$ cat src/rtl/cvxif_cplx_arbiter_pkg.sv
// rtl/cvxif_cplx_arbiter_pkg.sv - shared types and constants for the complex-ALU arbiter
package cvxif_cplx_pkg;

    localparam int CPLX_DATA_W  = 32;
    localparam int CPLX_MAX_REQ = 8;
    localparam int CPLX_ID_W    = 3;

    localparam logic [6:0] CPLX_OPCODE = 7'b1111011;
    localparam logic [2:0] FUNC3_ADD   = 3'b000;
    localparam logic [2:0] FUNC3_CONJ  = 3'b001;

    typedef enum logic {
        CPLX_ADD  = 1'b0,
        CPLX_CONJ = 1'b1
    } cplx_op_e;

    // One in-flight op: what to compute and which requester gets the result.
    typedef struct packed {
        cplx_op_e               op;
        logic [CPLX_DATA_W-1:0] a;
        logic [CPLX_DATA_W-1:0] b;
        logic [CPLX_ID_W-1:0]   id;
    } stage_t;

endpackage

$ cat src/rtl/cvxif_cplx_arbiter_if.sv
// rtl/cvxif_cplx_arbiter_if.sv - per-requester request/response bundle for the complex-ALU arbiter
interface cvxif_cplx_arbiter_if #(
    parameter int NUM_REQ = 2,
    parameter int DATA_W  = 32
);
    logic [NUM_REQ-1:0]        req_valid;
    logic [NUM_REQ-1:0]        req_ready;
    logic [NUM_REQ-1:0]        req_op;
    logic [NUM_REQ*DATA_W-1:0] req_a;
    logic [NUM_REQ*DATA_W-1:0] req_b;
    logic [NUM_REQ-1:0]        resp_valid;
    logic [NUM_REQ-1:0]        resp_ready;
    logic [NUM_REQ*DATA_W-1:0] resp_data;

    modport master (
        output req_valid, req_op, req_a, req_b, resp_ready,
        input  req_ready, resp_valid, resp_data
    );

    modport slave (
        input  req_valid, req_op, req_a, req_b, resp_ready,
        output req_ready, resp_valid, resp_data
    );
endinterface

$ cat src/rtl/cvxif_cplx_alu.sv
// rtl/cvxif_cplx_alu.sv - combinational complex add / conjugate on two packed lanes
module cvxif_cplx_alu
    import cvxif_cplx_pkg::*;
#(
    parameter int DATA_W = CPLX_DATA_W
) (
    input  cplx_op_e          op,
    input  logic [DATA_W-1:0] a,
    input  logic [DATA_W-1:0] b,
    output logic [DATA_W-1:0] c
);
    localparam int H = DATA_W / 2;

    logic [H-1:0] re;
    logic [H-1:0] im;

    // Lane-wise op; each lane wraps on its own, no carry crosses from im into re.
    always_comb begin
        re = a[DATA_W-1:H];
        im = a[H-1:0];
        case (op)
            CPLX_ADD: begin
                re = a[DATA_W-1:H] + b[DATA_W-1:H];
                im = a[H-1:0] + b[H-1:0];
            end
            CPLX_CONJ: begin
                re = a[DATA_W-1:H];
                im = -a[H-1:0];
            end
            default: ;
        endcase
    end

    assign c = {re, im};

endmodule

$ cat src/rtl/cvxif_cplx_arbiter.sv
// rtl/cvxif_cplx_arbiter.sv - round-robin share of one complex ALU; CPLX_ARB_STATS_EN adds grant counters
module cvxif_cplx_arbiter
    import cvxif_cplx_pkg::*;
#(
    parameter int NUM_REQ = 2,
    parameter int DATA_W  = CPLX_DATA_W
) (
    input  logic                  clk,
    input  logic                  rst,
    cvxif_cplx_arbiter_if.slave   bus
`ifdef CPLX_ARB_STATS_EN
    ,
    input  logic                  stat_clr,
    output logic [NUM_REQ*16-1:0] stat_grants
`endif
);

    logic [CPLX_ID_W-1:0] ptr_q;
    logic [CPLX_ID_W-1:0] grant_idx;
    logic                 grant_any;
    logic [NUM_REQ-1:0]   eligible;
    logic [NUM_REQ-1:0]   grant;

    stage_t               stg_d;
    stage_t               stg_q;
    logic                 stg_valid_q;
    logic [DATA_W-1:0]    alu_c;

    logic [NUM_REQ-1:0]   resp_valid_q;
    logic [DATA_W-1:0]    resp_data_q [NUM_REQ];

    // A lane may only request while it has nothing staged and nothing waiting in its buffer.
    always_comb begin
        eligible = '0;
        for (int i = 0; i < NUM_REQ; i++) begin
            eligible[i] = bus.req_valid[i] & ~resp_valid_q[i]
                        & ~(stg_valid_q & (stg_q.id == CPLX_ID_W'(i)));
        end
    end

    // Round-robin scan starting at ptr; first eligible lane wins.
    always_comb begin
        grant     = '0;
        grant_idx = '0;
        grant_any = 1'b0;
        for (int k = 0; k < NUM_REQ; k++) begin
            for (int i = 0; i < NUM_REQ; i++) begin
                if (!grant_any && eligible[i] && (i == (int'(ptr_q) + k) % NUM_REQ)) begin
                    grant_any = 1'b1;
                    grant_idx = CPLX_ID_W'(i);
                    grant[i]  = 1'b1;
                end
            end
        end
    end

    assign bus.req_ready = grant;

    // Pointer moves just past the winner so it becomes lowest priority next time.
    always_ff @(posedge clk) begin
        if (rst) begin
            ptr_q <= '0;
        end else if (grant_any) begin
            ptr_q <= (grant_idx == CPLX_ID_W'(NUM_REQ - 1)) ? '0 : grant_idx + 1'b1;
        end
    end

    // Gather the winning lane's operands into the stage payload.
    always_comb begin
        stg_d = '0;
        for (int i = 0; i < NUM_REQ; i++) begin
            if (grant[i]) begin
                stg_d.op = cplx_op_e'(bus.req_op[i]);
                stg_d.a  = bus.req_a[i*DATA_W +: DATA_W];
                stg_d.b  = bus.req_b[i*DATA_W +: DATA_W];
                stg_d.id = CPLX_ID_W'(i);
            end
        end
    end

    // Single operand stage; empties on any cycle without a grant.
    always_ff @(posedge clk) begin
        if (rst) begin
            stg_valid_q <= 1'b0;
            stg_q       <= '0;
        end else begin
            stg_valid_q <= grant_any;
            if (grant_any) begin
                stg_q <= stg_d;
            end
        end
    end

    cvxif_cplx_alu #(.DATA_W(DATA_W)) u_alu (
        .op (stg_q.op),
        .a  (stg_q.a),
        .b  (stg_q.b),
        .c  (alu_c)
    );

    // Per-requester 1-deep result buffers; capture and pop never target the same lane together.
    always_ff @(posedge clk) begin
        for (int i = 0; i < NUM_REQ; i++) begin
            if (rst) begin
                resp_valid_q[i] <= 1'b0;
                resp_data_q[i]  <= '0;
            end else if (stg_valid_q && (stg_q.id == CPLX_ID_W'(i))) begin
                resp_valid_q[i] <= 1'b1;
                resp_data_q[i]  <= alu_c;
            end else if (bus.resp_ready[i]) begin
                resp_valid_q[i] <= 1'b0;
            end
        end
    end

    // Flatten buffers onto the response bus.
    always_comb begin
        bus.resp_data = '0;
        for (int i = 0; i < NUM_REQ; i++) begin
            bus.resp_data[i*DATA_W +: DATA_W] = resp_data_q[i];
        end
    end

    assign bus.resp_valid = resp_valid_q;

`ifdef CPLX_ARB_STATS_EN
    logic [15:0] grant_cnt_q [NUM_REQ];

    // Accepted-op counters; clear beats increment, counts stick at all-ones.
    always_ff @(posedge clk) begin
        for (int i = 0; i < NUM_REQ; i++) begin
            if (rst || stat_clr) begin
                grant_cnt_q[i] <= '0;
            end else if (grant[i] && (grant_cnt_q[i] != 16'hFFFF)) begin
                grant_cnt_q[i] <= grant_cnt_q[i] + 16'd1;
            end
        end
    end

    // Flatten counters onto the stats port.
    always_comb begin
        stat_grants = '0;
        for (int i = 0; i < NUM_REQ; i++) begin
            stat_grants[i*16 +: 16] = grant_cnt_q[i];
        end
    end
`endif

endmodule

$ cat src/flat_wrapper.sv
// flat-port wrapper written by rule: the top's interface ports become plain ports
module cvxif_cplx_arbiter_flat import cvxif_cplx_pkg::*;
#(
    parameter int NUM_REQ = 2,
    parameter int DATA_W  = CPLX_DATA_W
)
  (clk, rst, bus_req_valid, bus_req_op, bus_req_a, bus_req_b, bus_resp_ready, bus_req_ready, bus_resp_valid, bus_resp_data);
  cvxif_cplx_arbiter_if #(.NUM_REQ(NUM_REQ), .DATA_W(DATA_W)) bus_i ();
  input  logic clk;
  input  logic rst;
  input wire logic [$bits(bus_i.req_valid)-1:0] bus_req_valid;
  input wire logic [$bits(bus_i.req_op)-1:0] bus_req_op;
  input wire logic [$bits(bus_i.req_a)-1:0] bus_req_a;
  input wire logic [$bits(bus_i.req_b)-1:0] bus_req_b;
  input wire logic [$bits(bus_i.resp_ready)-1:0] bus_resp_ready;
  output wire logic [$bits(bus_i.req_ready)-1:0] bus_req_ready;
  output wire logic [$bits(bus_i.resp_valid)-1:0] bus_resp_valid;
  output wire logic [$bits(bus_i.resp_data)-1:0] bus_resp_data;
  assign bus_i.req_valid = bus_req_valid;
  assign bus_i.req_op = bus_req_op;
  assign bus_i.req_a = bus_req_a;
  assign bus_i.req_b = bus_req_b;
  assign bus_i.resp_ready = bus_resp_ready;
  assign bus_req_ready = bus_i.req_ready;
  assign bus_resp_valid = bus_i.resp_valid;
  assign bus_resp_data = bus_i.resp_data;
  cvxif_cplx_arbiter #(.NUM_REQ(NUM_REQ), .DATA_W(DATA_W)) u_core (.clk(clk), .rst(rst), .bus(bus_i));
endmodule
$ cat config.mk
export PLATFORM = sky130hd
export DESIGN_NAME = cvxif_cplx_arbiter_flat
export DESIGN_NICKNAME = d
export VERILOG_FILES = /design/src/rtl/cvxif_cplx_arbiter_pkg.sv /design/src/rtl/cvxif_cplx_arbiter_if.sv /design/src/rtl/cvxif_cplx_alu.sv /design/src/rtl/cvxif_cplx_arbiter.sv /design/src/flat_wrapper.sv
export SDC_FILE = /design/constraint.sdc
export NUM_CORES = 1
export LEC_CHECK = 0
export ABC_AREA = 1
export BUFFER_PORTS_ARGS = -buffer_cell sky130_fd_sc_hd__buf_2
export CAP_MARGIN = 20
export CORE_MARGIN = 2
export CORE_UTILIZATION = 35
export DETAILED_ROUTE_END_ITERATION = 16
export GPL_TIMING_DRIVEN = 0
export PLACE_DENSITY = 0.57
export SLEW_MARGIN = 40
export SYNTH_ARGS = -nofsm -noshare
export SYNTH_HDL_FRONTEND = slang
export SYNTH_SLANG_ARGS = --single-unit
$ cat constraint.sdc
create_clock -name clk -period 4.4 [get_ports clk]
set_input_delay 0.22 -clock clk [delete_from_list [all_inputs] [get_ports clk]]
set_output_delay 0.22 -clock clk [all_outputs]
set_load 0.05 [all_outputs]
======== Word-level counts from Yosys, hierarchy flattened ========
Memories as Yosys holds them, arrays and structs flattened.
Index checks and enable logic that the tools add are counted.
storage, ports and cells
  bits in writable memories ............... 64
  output and inout port bits .............. 68
  memories ................................ 1
  bits in registers ....................... 72
  word-level logic and storage cells ...... 77
  input bits .............................. 136
operators by class
  mux-type cells .......................... 29
  eq/ne operators ......................... 3
  reductions and logical operators ........ 17
  bitwise logic cells ..................... 14
  add/subtract/negate cells ............... 5
memory list
  memory              depth  bits a word  read ports  clocked after Yosys merged registers in  write ports  line                      source
  u_core.resp_data_q  2      32           2           0                                        2            cvxif_cplx_arbiter.sv:30  logic [DATA_W-1:0] resp_data_q [NUM_REQ];
operators with widths
  cell                                                                   number
  68-bit 2-to-1 mux                                                      2
  32-bit logical NOT                                                     2
  32-bit 2-to-1 mux                                                      2
  16-bit one-hot mux with 2 select lines                                 2
  16-bit adder                                                           2
  1-bit 2-to-1 mux                                                       23
  16-bit negation                                                        1
  1-bit logical AND                                                      9
  1-bit AND                                                              6
  1-bit NOT                                                              5
  2-bit nonzero test                                                     2
  3-bit by 1-bit equality test with 1-bit output, second input constant  1
  1-bit logical NOT                                                      3
  3-bit logical NOT                                                      1
  1-bit adder, second input constant                                     2
  2-bit equality test, first input constant                              1
  1-bit OR                                                               2
  1-bit AND, first input constant                                        1
  1-bit equality test, second input constant                             1

======== Depth between registers and ports, before layout ========
  word-level depth ........................ 20
  depth in mapped cells ................... 11
  gate-level depth less buffers ........... 11

======== By module ========
Synthesis repeated with hierarchy kept, for this count alone.
unflattened totals
  cell total of the unflattened synthesis .. 1212
  area, all modules ....................... 8475.6 sq um
modules (own cells, without submodules)
  module              seq. area each (sq um)  area each (sq um)  cells each  times used
  cvxif_cplx_arbiter  3323.2                  5978.2             711         1
  cvxif_cplx_alu      0.0                     2497.4             501         1

======== Worst setup path before layout ========
No wires, ideal clock.
  path type ............................... reg2reg
  start point ............................. register u_core.stg_valid_q
  end point ............................... memory u_core.resp_data_q[0][0] (enable)
  buffers on the path ..................... 0
  cell stages (with the launch flop) ...... 3
  data required time ...................... 3.934 ns
  period minus slack after synthesis ...... 3.138 ns
  slack ................................... 1.262 ns
  arrival ................................. 2.673 ns
  library setup time ...................... 0.466 ns
  path through ............................ dfxtp_1 > inv_1 > o21ai_0
RTL lines
  item                    line                      source
  from (decl)             cvxif_cplx_arbiter.sv:26  logic stg_valid_q;
  from (signal assigned)  cvxif_cplx_arbiter.sv:87  stg_valid_q <= grant_any;
  to (decl)               cvxif_cplx_arbiter.sv:30

======== Worst setup path after layout ========
  start point ............................. register u_core.stg_q[0] in the netlist's numbering
  end point ............................... output port bus_req_ready[0]
on the way
  cells in the longest elaborated chain, start to end .. 14
  elaborated cells between the ends (all ways) .. 18
  those cells by class .................... eq/ne (1); mux (3); bitwise (6); reduce/logical (8)
ends and longest elaborated chain
  item                            line                      source
  from (decl)                     cvxif_cplx_arbiter.sv:25  stage_t stg_q;
  from (signal assigned)          cvxif_cplx_arbiter.sv:89  stg_q <= stg_d;
  3-bit logical NOT               cvxif_cplx_arbiter.sv:37  & ~(stg_valid_q & (stg_q.id == CPLX_ID_W'(i)));
  1-bit AND                       cvxif_cplx_arbiter.sv:37
  1-bit NOT                       cvxif_cplx_arbiter.sv:37
  1-bit AND                       cvxif_cplx_arbiter.sv:37
  1-bit logical AND               cvxif_cplx_arbiter.sv:48  if (!grant_any && eligible[i] && (i == (int'(ptr_q) + k) % NUM_REQ)) begin
  1-bit 2-to-1 mux                cvxif_cplx_arbiter.sv:48
  1-bit logical NOT               cvxif_cplx_arbiter.sv:48
  1-bit logical AND (2 in a row)  cvxif_cplx_arbiter.sv:48
  1-bit 2-to-1 mux                cvxif_cplx_arbiter.sv:48
  1-bit logical NOT               cvxif_cplx_arbiter.sv:48
  1-bit logical AND (2 in a row)  cvxif_cplx_arbiter.sv:48
  1-bit 2-to-1 mux *              cvxif_cplx_arbiter.sv:48
  to (decl)                       flat_wrapper.sv:16        output wire logic [$bits(bus_i.req_ready)-1:0] bus_req_ready;
Every way passes the cells marked *; elsewhere a longest branch is shown, timed or not.

==> impl_metrics.yaml <==
floorplan:
  fp.dieW_um: 150
  start_util_pct: 35.6
  dieArea_mm2: 0.0225
  die_h_um: 150
  rows: 53
  core-area_mm2: 0.0210
  io_pins: 204
placement:
  io_buffers: 203
  place.gp.congestion: 0.917
  dp_hpwl_mm: 19.7
  post-place-ws_ps: 2210
logic_synthesis:
  synth_nets: 1133
  synth.area.top_cells: "edfxtp_1 (26%), dfxtp_1 (19%), nand2_1 (12%)"
  synth_top_cell_area_share_pct: 25.7
  ys_ff_latch: 134
  syn_inst: 964
  synth_cell_types: 37
  seq_area_frac_synth_pct: 44.5
  yosysTopAreaCell: "edfxtp_1"
  synth_area_per_cell_um2: 7.75
  synth_warnings: 0
  netlist_area_mm2: 0.00747
global_route:
  grt_antenna_before_repair: 0
  grt_pass1_vias: 6743
  gr-total-overflow: 0
  grt.total_usage_pct: 22.1
  grt_first_pass_wirelength_mm: 37.4
  grt_max_degree: 33
power_and_ir_drop:
  powerDensity_mw_per_mm2: 446
  ir_drop_v: 0.000276
  switching_share_pct: 35.7
  pwr-share-seq_pct: 36.8
  switchingPower_mw: 1.52
  power.share.clock_pct: 34.7
  p_int_mw: 2.73
  power.leakage_nw: 4.64
  p_comb_share_pct: 28.5
final_layout:
  layout_commonest_cell: "nand2_1"
  final_cell_mix: "nand2_1 (238), buf_2 (218), nor2_1 (176)"
  diodes: 0
  nets: 1359
  syn2layout_area_growth_pct: 27.5
  drive_gt1_share_pct: 23.7
  fillers: 2171
detailed_routing:
  dr.pass1.iters: 5
  route.detailed.drc: 0
  drt_wl_total_mm: 24.5
  drtAntennaViolNets: 0
  wire_per_inst_um: 16.6
  vias: 7228
  detail_route.vias_per_cell: 4.89
  drt_iter0_markers: 421
outcome:
  outcome: "finished, final reports clean"
setup_path:
  crit_chain: "nand2_1, nand3_2, inv_2, nand2_4, nand2_4, clkinv_2, buf_6, buf_2"
  cp-end-kind: "output pin"
  max_stage_delay_ps: 490
  ff2ff_path_depth: 11
  start_kind: "flip-flop"
  slowest_stage: "dfxtp_1"
  cp_common_cell: "nand2_4"
  crit_required_ps: 4180
  path_class: "reg -> out"
  worstPathMaxFanout: 10
  crit_arrival_ps: 2070
sta:
  setup_violations: 0
  clock.fmax_mhz: 437
  rsz0062_at_grt: "false"
  relSlewSlack_pct: 51.5
  worst_slack_ps: 2110
  slew_violations: 0
  fin_skew_ps: 9.58
  hold_viol: 0
  worst_pin_slew_ps: 728
  layout_min_cycle_time_ps: 2290
  holdWs_ps: 18.9
  finalCritPeriodShare_pct: 52.0
hold_path:
  holdPathStages: 3
  worstHoldPathType: "in -> reg"
clock_tree:
  root_buffer: "clkbuf_16"
  cts.path.max_buffers: 2
  htreeDepth: 4
  worstSkewPairLatency_ps: 430
  cts_made_buffers: 17
  path_clk_slew_ps: 60
  cts.sinks: 134
  cts_tree: "built"
run:
  cap_violations: 0
## worst paths after layout
kind / from / to / slack [ps]
max: u_core.stg_q[0]$_SDFFE_PP0P_ / bus_req_ready[0] / 2110
min: bus_req_a[40] / u_core.stg_q[43]$_SDFFE_PP0P_ / 20
max reg2reg: u_core.stg_q[38]$_SDFFE_PP0P_ / u_core.resp_data_q[0][8]$_SDFFCE_PN0P_ / 2170
min reg2reg: u_core.ptr_q[0]$_SDFFE_PP0P_ / u_core.ptr_q[0]$_SDFFE_PP0P_ / 460
## power groups by stage
stage                     Combinational, mW  Clock (mW)  Sequential (mW)
after global placement                 1.19           0             1.59
after global routing                   1.35        1.55             1.57
after detailed placement               1.20           0             1.59
final                                  1.21        1.47             1.56
after CTS                              1.21        1.49             1.56
after floorplan                       0.668           0             1.72
## synthesized netlist by cell type
| master | number |
|---|---|
| fa_1 | 2 |
| buf_6 | 1 |
| a22oi_1 | 2 |
| nor2_2 | 2 |
| nand2_1 | 239 |
| a21oi_1 | 45 |
| nand3_1 | 54 |
| inv_1 | 93 |
| nor4_1 | 1 |
| o21ai_0 | 11 |
| nor3_4 | 1 |
| nor2_4 | 1 |
| edfxtp_1 | 64 |
| nand4_1 | 12 |
| clkinv_2 | 1 |
| xor2_1 | 10 |
| nand2_2 | 1 |
| a31oi_1 | 14 |
| inv_2 | 5 |
| and2_1 | 3 |
| ha_1 | 31 |
| nand3_2 | 1 |
| o31ai_1 | 2 |
| nand2_4 | 3 |
| mux2i_1 | 4 |
| a2bb2oi_1 | 1 |
| o221ai_1 | 51 |
| buf_4 | 4 |
| o21bai_1 | 1 |
| nor3_1 | 8 |
| buf_2 | 15 |
| or2_2 | 12 |
| nor2_1 | 176 |
| buf_1 | 2 |
| clkbuf_1 | 16 |
| dfxtp_1 | 70 |
| nand3b_1 | 5 |
## state kept, by name, indices dropped and copies added, names as in the netlist
register               cells
u_core.bus.resp_valid      2
u_core.ptr_q               1
u_core.resp_data_q        64
u_core.stg_q              66
u_core.stg_valid_q         1
## cell type report
cell class	instances	area (µm²)	share of cell area, %
well taps	275	344	3.62
flip-flops and latches	134	3320	34.9
clock inverters	7	51.3	0.539
repair buffers	207	1070	11.2
clock buffers	25	571	5.99
inverters	99	373	3.92
plain buffers	38	184	1.93
multi-input cells	693	3610	37.9
## per-layer routing
layer | share of wire (%) | wire (µm) | global-route usage (%)
met1 | 51 | 12600 | 34.1
met2 | 42 | 10200 | 31.9
met3 | 5.6 | 1380 | 3.29
met4 | 1.3 | 310 | 5.75
met5 | 0 | 0 | 0
## through the flow
| stage | cells | cell area, µm² | setup TNS, ps | total power [mW] | utilization (%) |
|---|---|---|---|---|---|
| after CTS | 1478 | 9510 | 0 | 4.26 | 45.4 |
| after floorplan | 964 | 7470 | 0 | 2.39 | - |
| after global placement | 1442 | 8830 | -2280 | 2.78 | 42.1 |
| final | 1478 | 9520 | 0 | 4.24 | 45.4 |
| after detailed placement | 1444 | 8870 | 0 | 2.79 | 42.3 |
| after global routing | 1478 | 9520 | 0 | 4.47 | 45.4 |
## cells by family (layout without fill, tap and decap cells)
kind of cell             Yosys count  in the layout  share of synthesized area (%)
multiplexers                       4              4                          0.536
AND/OR/NAND/NOR                  519            519                           29.1
buffers and inverters            137            376                           7.46
flip-flops                       134            134                           44.5
adder cells (fa/ha/maj)           33             33                           5.73
XOR/XNOR                          10             10                           1.17
AO/OA/AOI/OAI                    127            127                           11.5
## worst max-delay path: cells and delay by family (launching register included)
family	cells	cell delay, ps
buffers and inverters	4	570
DFF	1	490
and+or+nand+nor	4	570
## timing repair
action,4_1_cts,5_1_grt
resized for setup,0,0
buffers inserted,0,0
hold buffers,2,0
endpoints found under the hold margin,2,0
endpoints found under the setup margin,0,0
(Power assumes the default switching activity.)
